**config.mk**
```make
export PLATFORM = sky130hd
export DESIGN_NAME = stack_arbiter
export DESIGN_NICKNAME = d
export VERILOG_FILES = /design/src/rtl/stack_arbiter.sv
export SDC_FILE = /design/constraint.sdc
export NUM_CORES = 1
export LEC_CHECK = 0
export ABC_CLOCK_PERIOD_IN_PS = 4900
export BUFFER_PORTS_ARGS = -buffer_cell sky130_fd_sc_hd__buf_2
export CORE_MARGIN = 10
export CORE_UTILIZATION = 45
export DETAILED_ROUTE_END_ITERATION = 16
export PLACE_DENSITY = 0.73
export SLEW_MARGIN = 20
export SYNTH_ARGS = -nofsm -noshare
export SYNTH_HDL_FRONTEND = slang
export SYNTH_SLANG_ARGS = --single-unit
```
**constraint.sdc**
```tcl
create_clock -name clk -period 4.9 [get_ports clk]
set_clock_uncertainty 0.2 [all_clocks]
set_input_delay 0.49 -clock clk [delete_from_list [all_inputs] [get_ports clk]]
set_output_delay 0.49 -clock clk [all_outputs]
set_load 0.01 [all_outputs]
```
**src/rtl/stack_arbiter.sv**
```systemverilog
// Round-robin arbiter that shares one LIFO stack between two requesters.
// It sequences each push/pop, tracks occupancy and returns ack/err/rdata to the winner.
module stack_arbiter #(
  parameter int DW    = 2,
  parameter int DEPTH = 256,
  parameter int CW    = 9
) (
  input  logic          clk,
  input  logic          rst,
  input  logic          req0,
  input  logic          op0,
  input  logic [DW-1:0] wd0,
  input  logic          req1,
  input  logic          op1,
  input  logic [DW-1:0] wd1,
  output logic          ack0,
  output logic          ack1,
  output logic          err,
  output logic [DW-1:0] rdata,
  output logic          stk_push,
  output logic          stk_pop,
  output logic [DW-1:0] stk_in,
  input  logic [DW-1:0] stk_out,
  input  logic          stk_empty,
  output logic [CW-1:0] count,
  output logic          full,
  output logic          busy
);

  // state | meaning
  // IDLE  | sample requests, grant round-robin, latch id/op/data
  // EXEC  | drive one push or pop strobe, or flag a reject
  // WAIT  | stack has registered pop data; capture it into rdata
  // RESP  | one-cycle ack to the granted requester, err = reject flag
  typedef enum logic [1:0] {IDLE, EXEC, WAIT, RESP} state_t;

  localparam logic [CW-1:0] DEPTH_C = CW'(DEPTH);
  localparam logic [CW-1:0] ONE_C   = CW'(1);

  state_t        state_q, state_d;
  logic [CW-1:0] count_q, count_d;
  logic [DW-1:0] rdata_q, rdata_d;
  logic [DW-1:0] wd_q, wd_d;
  logic          last_q, last_d;
  logic          id_q, id_d;
  logic          op_q, op_d;
  logic          rej_q, rej_d;
  logic          grant;

  always_ff @(posedge clk or negedge rst) begin
    if (!rst) begin
      state_q <= IDLE;
      count_q <= '0;
      rdata_q <= '0;
      wd_q    <= '0;
      last_q  <= 1'b1;
      id_q    <= 1'b0;
      op_q    <= 1'b0;
      rej_q   <= 1'b0;
    end else begin
      state_q <= state_d;
      count_q <= count_d;
      rdata_q <= rdata_d;
      wd_q    <= wd_d;
      last_q  <= last_d;
      id_q    <= id_d;
      op_q    <= op_d;
      rej_q   <= rej_d;
    end
  end

  always_comb begin
    state_d  = state_q;
    count_d  = count_q;
    rdata_d  = rdata_q;
    wd_d     = wd_q;
    last_d   = last_q;
    id_d     = id_q;
    op_d     = op_q;
    rej_d    = rej_q;
    grant    = 1'b0;
    stk_push = 1'b0;
    stk_pop  = 1'b0;
    stk_in   = '0;
    ack0     = 1'b0;
    ack1     = 1'b0;
    err      = 1'b0;

    case (state_q)
      IDLE: begin
        if (req0 || req1) begin
          // With both requesting, the one that did not win last time goes first.
          grant   = (req0 && req1) ? ~last_q : req1;
          id_d    = grant;
          op_d    = grant ? op1 : op0;
          wd_d    = grant ? wd1 : wd0;
          last_d  = grant;
          rej_d   = 1'b0;
          state_d = EXEC;
        end
      end
      EXEC: begin
        if (!op_q) begin
          if (count_q < DEPTH_C) begin
            stk_push = 1'b1;
            stk_in   = wd_q;
            count_d  = count_q + ONE_C;
            rej_d    = 1'b0;
          end else begin
            rej_d = 1'b1;
          end
          state_d = RESP;
        end else if ((count_q != '0) && !stk_empty) begin
          stk_pop = 1'b1;
          count_d = count_q - ONE_C;
          rej_d   = 1'b0;
          state_d = WAIT;
        end else begin
          rej_d   = 1'b1;
          state_d = RESP;
        end
      end
      WAIT: begin
        rdata_d = stk_out;
        state_d = RESP;
      end
      RESP: begin
        ack0    = ~id_q;
        ack1    = id_q;
        err     = rej_q;
        state_d = IDLE;
      end
      default: state_d = IDLE;
    endcase
  end

  assign rdata = rdata_q;
  assign count = count_q;
  assign full  = (count_q == DEPTH_C);
  assign busy  = (state_q != IDLE);

endmodule

```
==> flow_metrics.py <==
metrics = {
    "power_and_ir_drop": {
        "power.density_nw_per_um2": 766.3,
        "p_leak_nw": 0.7585,
        "power_frac_clock_pct": 7.0,
        "pwr-share-comb_pct": 63.3,
        "pwr-share-seq_pct": 29.8,
        "power_mw": 1.148,
        "netSwitchingFraction_pct": 44.54,
        "p_int_mw": 0.6365,
        "vdd_drop_max_mv": 0.4210,
        "p_sw_mw": 0.5112,
    },
    "die": {
        "rows": 19,
        "dieArea_um2": 5324,
        "core_um2": 2710,
        "io_pins": 33,
        "die_w_um": 72.97,
        "die_h_um": 72.97,
        "start_util_pct": 46.58,
    },
    "routing": {
        "wl_um": 2785,
        "dr.first_iter.drc_count": 18,
        "vias": 1014,
        "drc": 0,
        "wl_per_cell_um": 15.14,
        "ant_nets": 0,
        "post_drt_via_cell_ratio": 5.511,
        "firstDrtPassIters": 3,
    },
    "critical_path": {
        "cp_data_required_time_ns": 4.21,
        "cp_num_buf_inv": 1,
        "slowest_stage": "or4_4",
        "crit_fanout": 6,
        "crit_chain": "or4_4 -> nor3_1 -> nor2_1 -> buf_2",
        "timing.rr.end": "count[6]",
        "rr_worst_depth": 6,
        "cp.arrival_ns": 1.74,
        "cpPeakStageDelay_ns": 0.59,
        "crit_family": "simple AND/OR/NAND/NOR gates",
        "r2r_slack_ns": 2.57,
        "worstSetupPathType": "reg2out",
        "r2r_start": "op_q",
        "crit_path_start_kind": "flip-flop",
        "cp-end-kind": "primary output",
    },
    "yosys": {
        "synthTopCellsByArea": "dfrtp_1, ha_1, mux2_4, xnor2_1, nand2_1",
        "synth_top_cells_by_count": "dfrtp_1, ha_1, nand2_1",
        "syn_nets": 142,
        "synth_area_leader_cell": "dfrtp_1",
        "yosysTopAreaCellShare_pct": 35.68,
        "yosys.cell_count.top_type": "dfrtp_1",
        "synth_seq_area_share_pct": 37.76,
        "synth_area_um2": 1262,
        "synthCells": 116,
        "synth_top_family_by_area": "compound AO/OA/AOI/OAI gates",
        "synth-main-ff-cell": "dfrtp_1",
        "muxShareOfSynthArea_pct": 13.38,
        "synthAdderAreaFrac_pct": 13.48,
        "synth-seq-cells": 19,
        "yosysWarnings": 0,
        "async_flop_share_pct": 100.0,
        "syn_area_per_cell_um2": 10.88,
        "synth-compound-area-share_pct": 15.36,
        "synthSimpleGateAreaFrac_pct": 12.98,
        "synth_cell_types": 34,
        "synth-edff-count": 0,
        "yosys.area_share.xor_xnor_pct": 5.550,
    },
    "clock_tree": {
        "cts.clk_slew.worst_paths_ns": 0.10,
        "cts.repair.resized": 0,
        "htree_levels": 1,
        "postCtsSetupBuffers": 0,
        "clock_path_buffers": 2,
        "clock-sinks": 19,
        "cts_hold_buf": 1,
        "clockRootBuffer": "clkbuf_4",
        "insertion_delay_ns": 0.30,
        "cts_tree": "built",
        "cts_made_buffers": 3,
    },
    "global_route": {
        "first_global_vias": 1068,
        "overflow": 0,
        "grt_util_met1_pct": 11.75,
        "grtUsageTotal_pct": 10.79,
        "antenna_found_initial": 0,
        "grt_use_met3_pct": 3.946,
        "use_met2_pct": 18.40,
        "grt_max_degree": 20,
        "grt_busiest_layer": "met2",
        "grt_pass1_wl_um": 4692,
    },
    "job": {
        "max_cap_viol_count": 0,
    },
    "min_path": {
        "min_to": "last_q",
        "hold_path_startpoint": "req0",
        "hold_depth": 2,
        "hp-class": "in2reg",
    },
    "sta": {
        "timing.setup.tns_ns": 0,
        "relSlewSlack_pct": 68.97,
        "layout_worst_path_cycle_share_pct": 49.55,
        "fin_crit_ns": 2.428,
        "hold_viol_final": 0,
        "slew_viol_final": 0,
        "max_freq_ghz": 0.4118,
        "worst_pin_slew_ns": 0.4654,
        "setup_viol": 0,
        "rsz0062_at_grt": "false",
    },
    "placed_design": {
        "gp_congestion": 0.8665,
        "hpwl_um": 2276,
        "portBuffers": 32,
    },
    "layout": {
        "syn2layout_area_growth_pct": 18.63,
        "drive_above_1_share_pct": 33.33,
        "finalNetCount": 180,
        "n_antenna_cell": 0,
    },
    "outcome": {
        "outcome": "complete, no violations",
    },
}
## metrics by stage
stage / std cells / setup slack [ns] / instance area [um2] / hold WS, ns / utilization, %
after global routing: 184 / 2.398 / 1498 / 0.1785 / 55.26
after CTS: 184 / 2.448 / 1498 / 0.1791 / 55.26
after detailed placement: 179 / 2.582 / 1461 / 0.2545 / 53.92
after global placement: 179 / 2.616 / 1461 / 0.2442 / 53.92
after floorplan: 116 / 2.736 / 1262 / -0.005591 / -
final: 184 / 2.472 / 1498 / 0.1857 / 55.26
## area by class of cell
type	instances	area, um2
clock buffer	4	26.28
multi-input combinational	92	767.0
sequential	19	476.7
tap	31	38.79
timing repair buffer	33	170.2
inverter	5	18.77
fill	230	1212
## flip-flops by register name, summed over array words and instances, names as in the netlist
register / cells
id_q: 1
count: 9
rdata: 2
state_q: 2
wd_q: 2
op_q: 1
last_q: 1
rej_q: 1
## cell families after synthesis
kind of cell | count (synthesis)
adders and majority gates | 13
DFF | 19
muxes | 13
AOI/OAI and AO/OA | 29
and+or+nand+nor | 29
buffers and inverters | 5
xor gates and xnor gates | 8
## worst max-delay path by stage
stage | start | endpoint | cells after the start
after floorplan | count[0] | count[6] | 6
after CTS | count[0] | stk_pop | 4
after global routing | count[0] | stk_pop | 4
final | count[0] | stk_pop | 4
after global placement | op_q | count[6] | 6
after detailed placement | op_q | count[6] | 6
## cell usage in the layout, fill, tap and decap left out, types with 2 or more instances in the layout
cell type and instances:
buf_2 32, dfrtp_1 18, ha_1 12, nand2_1 10, a21oi_1 7, mux2_4 7, o21ai_1 5, xnor2_1 5
inv_1 4, nor2_1 4, nor3_1 4, and2_1 3, mux2i_1 3, o21ai_0 3, xor2_1 3, clkbuf_4 3
and3_1 2, or4_4 2, nor2b_1 2, a31oi_1 2, o31ai_1 2, a21o_1 2, a211oi_1 2, mux2_2 2
## power by group through the flow
stage,Clock [mW],Combinational [mW],Sequential [mW]
2_1_floorplan,0,0.546,0.344
3_5_place_dp,0,0.742,0.345
6_report,0.0799,0.726,0.342
5_1_grt,0.0878,0.810,0.358
4_1_cts,0.0827,0.742,0.344
3_3_place_gp,0,0.719,0.341
## layer usage
| metal | share of wire, % | up-vias |
|---|---|---|
| li1 | - | 498 |
| met1 | 42 | 487 |
| met2 | 49 | 24 |
| met3 | 7.9 | 5 |
| met4 | 1.4 | 0 |
| met5 | 0 | - |
No activity file was read; power rests on OpenSTA's default activity.
